==> src/rtl/uart_rx_frame_buf_pkg.sv <==
// Shared state encoding, parameter defaults and debug-probe field offsets
// for the UART RX frame assembler.
package uart_frame_pkg;

  typedef enum logic [1:0] {
    IDLE = 2'd0,
    RECV = 2'd1,
    HOLD = 2'd2
  } state_t;

  localparam int unsigned DEF_ADDR_W  = 10;
  localparam logic [7:0]  DEF_DELIM   = 8'h0D;
  localparam int unsigned DEF_TO_W    = 16;
  localparam int unsigned DEF_IDLE_TO = 43400;

  // o_probe = {state[1:0], len[10:0], timer[15:0], drop[7:0], err, wen, wdone}
  localparam int unsigned PROBE_W   = 40;
  localparam int unsigned PRB_WDONE = 0;
  localparam int unsigned PRB_WEN   = 1;
  localparam int unsigned PRB_ERR   = 2;
  localparam int unsigned PRB_DROP  = 3;
  localparam int unsigned PRB_TIMER = 11;
  localparam int unsigned PRB_LEN   = 27;
  localparam int unsigned PRB_STATE = 38;

  function automatic logic [7:0] sat_inc8(input logic [7:0] v);
    return (v == 8'hFF) ? v : v + 8'd1;
  endfunction

endpackage

==> src/rtl/uart_rx_frame_buf_if.sv <==
// Byte-receiver input, TX release strobe and RX-memory port A write side of
// the frame assembler; slave = assembler, master = its environment.
interface uart_rx_frame_buf_if
  import uart_frame_pkg::*;
#(
  parameter int unsigned ADDR_W = DEF_ADDR_W
);

  logic              i_rx_valid;
  logic [7:0]        i_rx_data;
  logic              i_rx_err;
  logic              i_rx_mem_rdone;

  logic              o_rx_mem_en;
  logic              o_rx_mem_wen;
  logic [ADDR_W-1:0] o_rx_mem_waddr;
  logic [7:0]        o_rx_mem_wdata;
  logic              o_rx_mem_wdone;
  logic [ADDR_W:0]   o_rx_len;
  logic              o_rx_err;
  logic [7:0]        o_drop_cnt;
  logic [PROBE_W-1:0] o_probe;

  modport master (
    output i_rx_valid, i_rx_data, i_rx_err, i_rx_mem_rdone,
    input  o_rx_mem_en, o_rx_mem_wen, o_rx_mem_waddr, o_rx_mem_wdata,
    input  o_rx_mem_wdone, o_rx_len, o_rx_err, o_drop_cnt, o_probe
  );

  modport slave (
    input  i_rx_valid, i_rx_data, i_rx_err, i_rx_mem_rdone,
    output o_rx_mem_en, o_rx_mem_wen, o_rx_mem_waddr, o_rx_mem_wdata,
    output o_rx_mem_wdone, o_rx_len, o_rx_err, o_drop_cnt, o_probe
  );

endinterface

==> src/rtl/uart_rx_frame_buf_timer.sv <==
// Idle timer: cleared by clr, counts while en, saturates at IDLE_TO-1 and
// flags expire in the cycle it sits at that terminal count.
module uart_idle_timer #(
  parameter int unsigned TO_W    = 16,
  parameter int unsigned IDLE_TO = 43400
) (
  input  logic            clk,
  input  logic            rst_n,
  input  logic            clr,
  input  logic            en,
  output logic [TO_W-1:0] cnt,
  output logic            expire
);

  localparam logic [TO_W-1:0] TC = TO_W'(IDLE_TO - 1);

  assign expire = en && !clr && (cnt == TC);

  always_ff @(posedge clk or negedge rst_n) begin
    if (!rst_n) begin
      cnt <= '0;
    end else if (clr) begin
      cnt <= '0;
    end else if (en && (cnt != TC)) begin
      cnt <= cnt + 1'b1;
    end
  end

endmodule

==> src/rtl/uart_rx_frame_buf.sv <==
// Frame assembler: writes received bytes to RX memory, closes on delimiter, idle timeout or full,
// then holds the buffer until TX releases it. `RX_DELIM_STORE_EN also stores the delimiter byte.
module uart_rx_frame_buf
  import uart_frame_pkg::*;
#(
  parameter int unsigned ADDR_W  = DEF_ADDR_W,
  parameter logic [7:0]  DELIM   = DEF_DELIM,
  parameter int unsigned TO_W    = DEF_TO_W,
  parameter int unsigned IDLE_TO = DEF_IDLE_TO
) (
  input logic               i_clk,
  input logic               i_reset,
  uart_rx_frame_buf_if.slave bus
);

  localparam logic [ADDR_W:0] FULL = {1'b1, {ADDR_W{1'b0}}};

  state_t            state;
  logic [ADDR_W:0]   count;
  logic [ADDR_W:0]   len;
  logic              err;
  logic [7:0]        drop;
  logic              mem_en;
  logic              mem_wen;
  logic [ADDR_W-1:0] waddr;
  logic [7:0]        wdata;
  logic              wdone;

  logic [TO_W-1:0]   timer;
  logic              expire;

  logic              err_byte;
  logic              data_byte;
  logic              delim_byte;
  logic              start;
  logic [ADDR_W:0]   count_inc;

  assign err_byte   = bus.i_rx_valid && bus.i_rx_err;
  assign data_byte  = bus.i_rx_valid && !bus.i_rx_err;
  assign delim_byte = data_byte && (bus.i_rx_data == DELIM);
  assign count_inc  = count + 1'b1;

  // A release in HOLD makes this cycle behave like IDLE, so a coincident byte opens the next frame.
  assign start = (state == IDLE) || ((state == HOLD) && bus.i_rx_mem_rdone);

  uart_idle_timer #(
    .TO_W    (TO_W),
    .IDLE_TO (IDLE_TO)
  ) u_idle_timer (
    .clk    (i_clk),
    .rst_n  (i_reset),
    .clr    (bus.i_rx_valid || (state != RECV)),
    .en     (state == RECV),
    .cnt    (timer),
    .expire (expire)
  );

  always_ff @(posedge i_clk or negedge i_reset) begin
    if (!i_reset) begin
      state   <= IDLE;
      count   <= '0;
      len     <= '0;
      err     <= 1'b0;
      drop    <= '0;
      mem_en  <= 1'b0;
      mem_wen <= 1'b0;
      waddr   <= '0;
      wdata   <= '0;
      wdone   <= 1'b0;
    end else begin
      mem_en  <= 1'b0;
      mem_wen <= 1'b0;
      wdone   <= 1'b0;
      if (start) begin
        if (err_byte) begin
          state <= RECV;
          count <= '0;
          err   <= 1'b1;
          drop  <= '0;
        end else if (data_byte && !delim_byte) begin
          state   <= RECV;
          count   <= {{ADDR_W{1'b0}}, 1'b1};
          err     <= 1'b0;
          drop    <= '0;
          mem_en  <= 1'b1;
          mem_wen <= 1'b1;
          waddr   <= '0;
          wdata   <= bus.i_rx_data;
        end else begin
          state <= IDLE;
        end
      end else if (state == RECV) begin
        if (err_byte) begin
          err <= 1'b1;
        end else if (delim_byte) begin
`ifdef RX_DELIM_STORE_EN
          mem_en  <= 1'b1;
          mem_wen <= 1'b1;
          waddr   <= count[ADDR_W-1:0];
          wdata   <= bus.i_rx_data;
          count   <= count_inc;
          len     <= count_inc;
`else
          len     <= count;
`endif
          wdone <= 1'b1;
          state <= HOLD;
        end else if (data_byte) begin
          mem_en  <= 1'b1;
          mem_wen <= 1'b1;
          waddr   <= count[ADDR_W-1:0];
          wdata   <= bus.i_rx_data;
          count   <= count_inc;
          if (count_inc == FULL) begin
            len   <= FULL;
            wdone <= 1'b1;
            state <= HOLD;
          end
        end else if (expire) begin
          len   <= count;
          wdone <= 1'b1;
          state <= HOLD;
        end
      end else if (state == HOLD) begin
        if (bus.i_rx_valid) begin
          drop <= sat_inc8(drop);
        end
      end else begin
        state <= IDLE;
      end
    end
  end

  assign bus.o_rx_mem_en    = mem_en;
  assign bus.o_rx_mem_wen   = mem_wen;
  assign bus.o_rx_mem_waddr = waddr;
  assign bus.o_rx_mem_wdata = wdata;
  assign bus.o_rx_mem_wdone = wdone;
  assign bus.o_rx_len       = len;
  assign bus.o_rx_err       = err;
  assign bus.o_drop_cnt     = drop;

  always_comb begin
    bus.o_probe                  = '0;
    bus.o_probe[PRB_STATE +: 2]  = state;
    bus.o_probe[PRB_LEN +: 11]   = 11'(len);
    bus.o_probe[PRB_TIMER +: 16] = 16'(timer);
    bus.o_probe[PRB_DROP +: 8]   = drop;
    bus.o_probe[PRB_ERR]         = err;
    bus.o_probe[PRB_WEN]         = mem_wen;
    bus.o_probe[PRB_WDONE]       = wdone;
  end

endmodule

==> src/flat_wrapper.sv <==
// flat-port wrapper written by rule: the top's interface ports become plain ports
module uart_rx_frame_buf_flat import uart_frame_pkg::*;
#(
  parameter int unsigned ADDR_W  = DEF_ADDR_W,
  parameter logic [7:0]  DELIM   = DEF_DELIM,
  parameter int unsigned TO_W    = DEF_TO_W,
  parameter int unsigned IDLE_TO = DEF_IDLE_TO
)
  (i_clk, i_reset, bus_i_rx_valid, bus_i_rx_data, bus_i_rx_err, bus_i_rx_mem_rdone, bus_o_rx_mem_en, bus_o_rx_mem_wen, bus_o_rx_mem_waddr, bus_o_rx_mem_wdata, bus_o_rx_mem_wdone, bus_o_rx_len, bus_o_rx_err, bus_o_drop_cnt, bus_o_probe);
  uart_rx_frame_buf_if #(.ADDR_W(ADDR_W)) bus_i ();
  input logic i_clk;
  input logic i_reset;
  input wire logic [$bits(bus_i.i_rx_valid)-1:0] bus_i_rx_valid;
  input wire logic [$bits(bus_i.i_rx_data)-1:0] bus_i_rx_data;
  input wire logic [$bits(bus_i.i_rx_err)-1:0] bus_i_rx_err;
  input wire logic [$bits(bus_i.i_rx_mem_rdone)-1:0] bus_i_rx_mem_rdone;
  output wire logic [$bits(bus_i.o_rx_mem_en)-1:0] bus_o_rx_mem_en;
  output wire logic [$bits(bus_i.o_rx_mem_wen)-1:0] bus_o_rx_mem_wen;
  output wire logic [$bits(bus_i.o_rx_mem_waddr)-1:0] bus_o_rx_mem_waddr;
  output wire logic [$bits(bus_i.o_rx_mem_wdata)-1:0] bus_o_rx_mem_wdata;
  output wire logic [$bits(bus_i.o_rx_mem_wdone)-1:0] bus_o_rx_mem_wdone;
  output wire logic [$bits(bus_i.o_rx_len)-1:0] bus_o_rx_len;
  output wire logic [$bits(bus_i.o_rx_err)-1:0] bus_o_rx_err;
  output wire logic [$bits(bus_i.o_drop_cnt)-1:0] bus_o_drop_cnt;
  output wire logic [$bits(bus_i.o_probe)-1:0] bus_o_probe;
  assign bus_i.i_rx_valid = bus_i_rx_valid;
  assign bus_i.i_rx_data = bus_i_rx_data;
  assign bus_i.i_rx_err = bus_i_rx_err;
  assign bus_i.i_rx_mem_rdone = bus_i_rx_mem_rdone;
  assign bus_o_rx_mem_en = bus_i.o_rx_mem_en;
  assign bus_o_rx_mem_wen = bus_i.o_rx_mem_wen;
  assign bus_o_rx_mem_waddr = bus_i.o_rx_mem_waddr;
  assign bus_o_rx_mem_wdata = bus_i.o_rx_mem_wdata;
  assign bus_o_rx_mem_wdone = bus_i.o_rx_mem_wdone;
  assign bus_o_rx_len = bus_i.o_rx_len;
  assign bus_o_rx_err = bus_i.o_rx_err;
  assign bus_o_drop_cnt = bus_i.o_drop_cnt;
  assign bus_o_probe = bus_i.o_probe;
  uart_rx_frame_buf #(.ADDR_W(ADDR_W), .DELIM(DELIM), .TO_W(TO_W), .IDLE_TO(IDLE_TO)) u_core (.i_clk(i_clk), .i_reset(i_reset), .bus(bus_i));
endmodule
==> config.mk <==
export PLATFORM = sky130hd
export DESIGN_NAME = uart_rx_frame_buf_flat
export DESIGN_NICKNAME = d
export VERILOG_FILES = /design/src/rtl/uart_rx_frame_buf_pkg.sv /design/src/rtl/uart_rx_frame_buf_if.sv /design/src/rtl/uart_rx_frame_buf_timer.sv /design/src/rtl/uart_rx_frame_buf.sv /design/src/flat_wrapper.sv
export SDC_FILE = /design/constraint.sdc
export NUM_CORES = 1
export LEC_CHECK = 0
export ABC_AREA = 0
export CORE_MARGIN = 2
export CORE_UTILIZATION = 40
export CTS_CLUSTER_SIZE = 16
export DETAILED_ROUTE_END_ITERATION = 7
export PLACE_DENSITY = 0.75
export RECOVER_POWER = 100
export REMOVE_ABC_BUFFERS = 1
export SLEW_MARGIN = 20
export SYNTH_ARGS = -nofsm -noshare
export SYNTH_HDL_FRONTEND = slang
export SYNTH_SLANG_ARGS = --single-unit
==> constraint.sdc <==
create_clock -name i_clk -period 2.3 [get_ports i_clk]
set_input_delay 0.575 -clock i_clk [delete_from_list [all_inputs] [get_ports i_clk]]
set_output_delay 0.575 -clock i_clk [all_outputs]
set_load 0.02 [all_outputs]
Yosys cells after proc, flatten, opt, wreduce, memory -nomap -nowiden
Cells that the tools add are included.

word-level totals
  flip-flop bits (word level) = 69
  input bits = 13
  logic and storage cells = 125

cells by class
  $add $sub $neg = 3
  equality and inequality tests = 19
  muxes and demuxes = 63
  bitwise operators = 2
  reduce and logical (&&, ||, !) cells = 28

operators by type and width
  operator                 count
  $mux W11                 11
  $mux W8                  14
  $mux W10                 7
  $mux W16                 2
  $mux W1                  20
  $reduce_and A5 Y1        4
  $mux W2                  9
  $add A16 B1 Y16 const B  1
  $eq A16 B16 Y1 const B   1
  $ne A16 B16 Y1 const B   1
  $reduce_bool A2 Y1       7
  $add A11 B1 Y11 const B  1
  $eq A11 B11 Y1 const B   1
  $add A8 B1 Y8 const B    1
  $eq A8 B4 Y1 const B     1
  $eq A8 B8 Y1 const B     1
  $logic_and A1 B1 Y1      8
  $ne A2 B1 Y1 const B     3
  $ne A2 B2 Y1 const B     3
  $ne A3 B2 Y1 const B     2
  $ne A3 B3 Y1 const B     2
  $ne A5 B1 Y1 const B     1
  $ne A5 B5 Y1 const B     1
  $reduce_and A4 Y1        1
  other kinds (8)          12

Longest topological paths before layout
  depth after elaboration = 11
  gate-level depth with buffers = 8

Hierarchy
A second synthesis with hierarchy kept.

unflattened totals
  cell total of the unflattened synthesis = 349
  area total of the unflattened synthesis = 3554.7 um2

modules (own cells, without submodules)
  module             instances  cells each  area an instance (um2)
  uart_rx_frame_buf  1          259         2685.1
  uart_idle_timer    1          90          869.6

Least setup slack after synthesis
Ideal clock, no wire load.

  kind = in2reg
  start = input bus_i_rx_data[7]
  end = register u_core.wdata[0], in the netlist u_core.bus.o_rx_mem_wdata[0]
  arrival time = 1.967 ns
  path slack = 0.209 ns
  stages on the path = 5
  buffers on the path = 1
  cells stage by stage = or4b_4 -> o21ai_2 -> o21bai_1 -> buf_4 -> mux2_2

between the ends
  longest elaborated chain between the ends = 6
  elaborated cells between the ends (all ways) = 7
  those cells by class = eq/ne: 3; reduce/logical: 4

RTL lines
  what                             line                      text
  start, declared                  flat_wrapper.sv:14        input wire logic [$bits(bus_i.i_rx_data)-1:0] bus_i_rx_data;
  $eq A8 B4 Y1 (*)                 uart_rx_frame_buf.sv:40   assign delim_byte = data_byte && (bus.i_rx_data == DELIM);
  $logic_and A1 B1 Y1 (*)          uart_rx_frame_buf.sv:40
  $logic_not A1 Y1                 uart_rx_frame_buf.sv:80   end else if (data_byte && !delim_byte) begin
  $logic_and A1 B1 Y1              uart_rx_frame_buf.sv:80
  $ne A2 B2 Y1 (no line)           -
  $reduce_and A5 Y1 (no line) (*)  -
  end signal, assigned             uart_rx_frame_buf.sv:88   wdata <= bus.i_rx_data;
  end signal, assigned             uart_rx_frame_buf.sv:112  wdata <= bus.i_rx_data;
  end, declared                    uart_rx_frame_buf.sv:26   logic [7:0] wdata;

Every way passes the cells marked *; elsewhere a longest branch is shown, timed or not.
A chain may end at the register's enable or synchronous reset.

Worst setup path after layout
  start = input bus_i_rx_data[0]
  end = register u_core.drop[0], in the netlist u_core.bus.o_drop_cnt[0]

between the ends
  longest elaborated chain between the ends = 6

RTL lines
  what                         line                      text
  $eq A8 B4 Y1                 uart_rx_frame_buf.sv:40
  $logic_and A1 B1 Y1          uart_rx_frame_buf.sv:40
  $logic_not A1 Y1             uart_rx_frame_buf.sv:80
  $logic_and A1 B1 Y1          uart_rx_frame_buf.sv:80
  $ne A3 B2 Y1 (no line)       -
  $reduce_and A5 Y1 (no line)  -
  end signal, assigned         uart_rx_frame_buf.sv:126  drop <= sat_inc8(drop);
  end, declared                uart_rx_frame_buf.sv:22   logic [7:0] drop;

Every way passes these cells.

==> metrics.cfg <==
[status]
outcome = finished clean

[power]
pwr_density_cell_nw_per_um2 = 703
p_int_mw = 2.29
swShare_pct = 33.6
clockPowerShare_pct = 26.5
p_leak_nw = 2.25
netSwitchingPower_mw = 1.16
p_comb_share_pct = 30.3
p_total_mw = 3.45
p_seq_share_pct = 43.2
worst_ir_drop_vdd_mv = 0.422

[grt]
met2_usage_pct = 30.7
grt_pass1_vias = 3051
gr-total-overflow = 0
use_met3_pct = 3.48
grt_max_degree = 26
grt_util_met1_pct = 24.6
grt_busiest_layer = met2
grt.total_usage_pct = 18.6
grt_pass1_wl_um = 14900
antenna_found_initial = 0

[critical_path]
slowest_delay_ps = 510
path_cells = clkdlybuf4s50_1 -> or4b_4 -> or3_4 -> nand2_4 -> a21oi_2 -> mux2_4
startpoint_type = input pin
cpLargestDelayFamily = simple AND/OR/NAND/NOR gates
cp_slowest_cell = or4b_4
path_buf_inv = 1
crit_required_ps = 2530
cp_data_arrival_time_ps = 2460
end_kind = register
worstPathMaxFanout = 5
critPathKind = input pin to register

[detailed_routing]
drtPass1Iterations = 4
wire_per_inst_um = 15.6
ant_nets = 0
drc_errors = 0
vias = 3073
wl_um = 8970
drtIter0Drc = 159
via_per_inst = 5.34

[sta]
drv_slew = 0
setup_viol = 0
setup-tns-final_ps = 0
post-route-period-util_pct = 96.9
hold_viol = 0
timing.fmax_ghz = 0.449
whs_ps = 494
skew_ps = 9.06
min_period_ps = 2230
setup_ws_ps = 72.3
grt_setup_unrepaired = false
worstMarginPinSlew_ps = 1300
maxSlewHeadroom_pct = 13.3

[place]
gp_congestion = 0.930
dp_hpwl_um = 6580
place.port_buffers = 93
dp_cells = 561
pre_cts_ws_ps = -300
dpl_cell_area_um2 = 4790

[die]
die_x_um = 100
initial_utilization_pct = 40.7
die_area_um2 = 10100
row_count = 35
core_um2 = 9110
ioPinCount = 94
die_h_um = 100

[cells_and_area]
final_cell_mix = 83 x dlygate4sd3_1, 69 x dfrtp_1, 36 x nor2_1
filler_cell_count = 844
final_area_um2 = 4900
final_util_pct = 53.8
stdcell_count = 576
final_common_cell = dlygate4sd3_1
area_delta_synth_final_pct = 32.1
nets = 477
diodes = 0
drive_gt1_share_pct = 14.2

[clocking]
clk_pin_slew_worst_paths_ps = 70
numCtsBuffers = 9
clk_latency_ps = 350
cts.sinks = 69
htreeDepth = 3
cts_tree = built
clk_path_buf_depth = 2
root_buffer = clkbuf_8

[yosys]
yosysUniqueCellTypes = 59
synth_top_cells_by_area = dfrtp_1 47%, buf_4 5.1%, nor2_1 3.6%, o21ai_2 3.3%, a22oi_1 2.6%
synth-simple-area-share_pct = 17.3
synth_compound_area_share_pct = 18.2
synthAdderAreaFrac_pct = 1.01
netlist_instances = 369
synth_edf_count = 0
seq_area_frac_synth_pct = 46.5
yosys_most_used_dff = dfrtp_1
yosysWarnings = 0
synth_largest_area_cell = dfrtp_1
yosys.area_share.xor_xnor_pct = 3.31
synth_top_family_by_area = compound AO/OA/AOI/OAI gates
synth_seq_cells = 69
synth_area_per_cell_um2 = 10.1
muxShareOfSynthArea_pct = 4.18
synth_area_um2 = 3710
synth_top_area_share_pct = 46.5
synthArstFlopShare_pct = 100

[flow_run]
drv_cap = 0

[min_path]
hold_class = input pin to asynchronous set/reset pin

-- per-layer routing --
metal  part of all wire [%]  wire length [um]  up-vias
li1                       -                 -     1472
met1                     45              4020     1507
met2                     48              4330       85
met3                    6.0               536        9
met4                   0.93                83        0
met5                      0                 0        -
-- path summary, 6_finish.rpt --
kind | startpoint | end | slack, ps | cells past startpoint
worst max-delay path | bus_i_rx_data[0] | u_core.bus.o_drop_cnt[0]$_DFFE_PN0P_ | 70 | 6
worst min-delay path | i_reset | u_core.bus.o_rx_mem_waddr[4]$_DFFE_PN0P_ | 490 | 1
worst max register to register | u_core.count[0]$_DFFE_PN0P_ | u_core.bus.o_rx_len[6]$_DFFE_PN0P_ | 260 | 6
worst min register to register | u_core.bus.o_rx_mem_waddr[0]$_DFFE_PN0P_ | u_core.bus.o_rx_mem_waddr[0]$_DFFE_PN0P_ | 500 | 1
max in group asynchronous | i_reset | u_core.u_idle_timer.cnt[15]$_DFFE_PN0P_ | 510 | 2
min in group i_clk | u_core.bus.o_rx_mem_waddr[0]$_DFFE_PN0P_ | u_core.bus.o_rx_mem_waddr[0]$_DFFE_PN0P_ | 500 | 1
-- registers in the layout, indices dropped and copies added (netlist names) --
signal / count
u_core.bus.o_drop_cnt: 8
u_core.bus.o_rx_err: 1
u_core.bus.o_rx_len: 11
u_core.bus.o_rx_mem_en: 1
u_core.bus.o_rx_mem_waddr: 10
u_core.bus.o_rx_mem_wdata: 8
u_core.bus.o_rx_mem_wdone: 1
u_core.count: 11
u_core.state: 2
u_core.u_idle_timer.cnt: 16
-- timing repair --
action                     in CTS  in global routing
gates resized for setup         0                  1
setup endpoints to repair       0                  2
setup buffers                   0                  0
hold buffers                    0                  0
-- cells by family (layout without fill, tap and decap cells) --
family,count (synthesis),count (layout)
compound gates,86,86
xor+xnor,14,14
fa+ha+maj,3,3
buf+inv,60,156
flops,69,69
mux,14,14
simple gates,123,123
-- power by group through the flow --
stage          Sequential [mW]  Clock [mW]  Combinational, mW
6_report                  1.49       0.913               1.04
5_1_grt                   1.51       0.993               1.13
4_1_cts                   1.50       0.925               1.12
3_5_place_dp              1.52           0               1.12
3_3_place_gp              1.51           0               1.09
2_1_floorplan             1.68           0              0.369
-- cells in the mapped netlist (all sizes together) (2+ instances only) --
master    n
dfrtp    69
nor2     36
buf      35
o21ai    30
nand2    22
inv      19
nand3    14
a22oi    13
a22o     11
a21oi     9
mux2      9
nand4     9
nand2b    8
xor2      8
nor3      7
and3      6
clkbuf    6
nor2b     6
xnor2     6
mux2i     5
o31ai     5
ha        3
o311ai    3
or3       3
a2bb2oi   2
nor3b     2
nor4b     2
o21bai    2
o22ai     2
-- final cells by class --
class / instances / area, um2 / share of cell area, %
Clock buffer: 14 / 173 / 3.52
Sequential cell: 69 / 1730 / 35.2
Inverter: 19 / 71.3 / 1.46
Multi-Input combinational cell: 240 / 1610 / 32.8
Clock inverter: 1 / 5.00 / 0.102
Timing Repair Buffer: 122 / 1180 / 24.1
Tap cell: 111 / 139 / 2.83
Note: power is estimated with default switching activity, not from simulation.
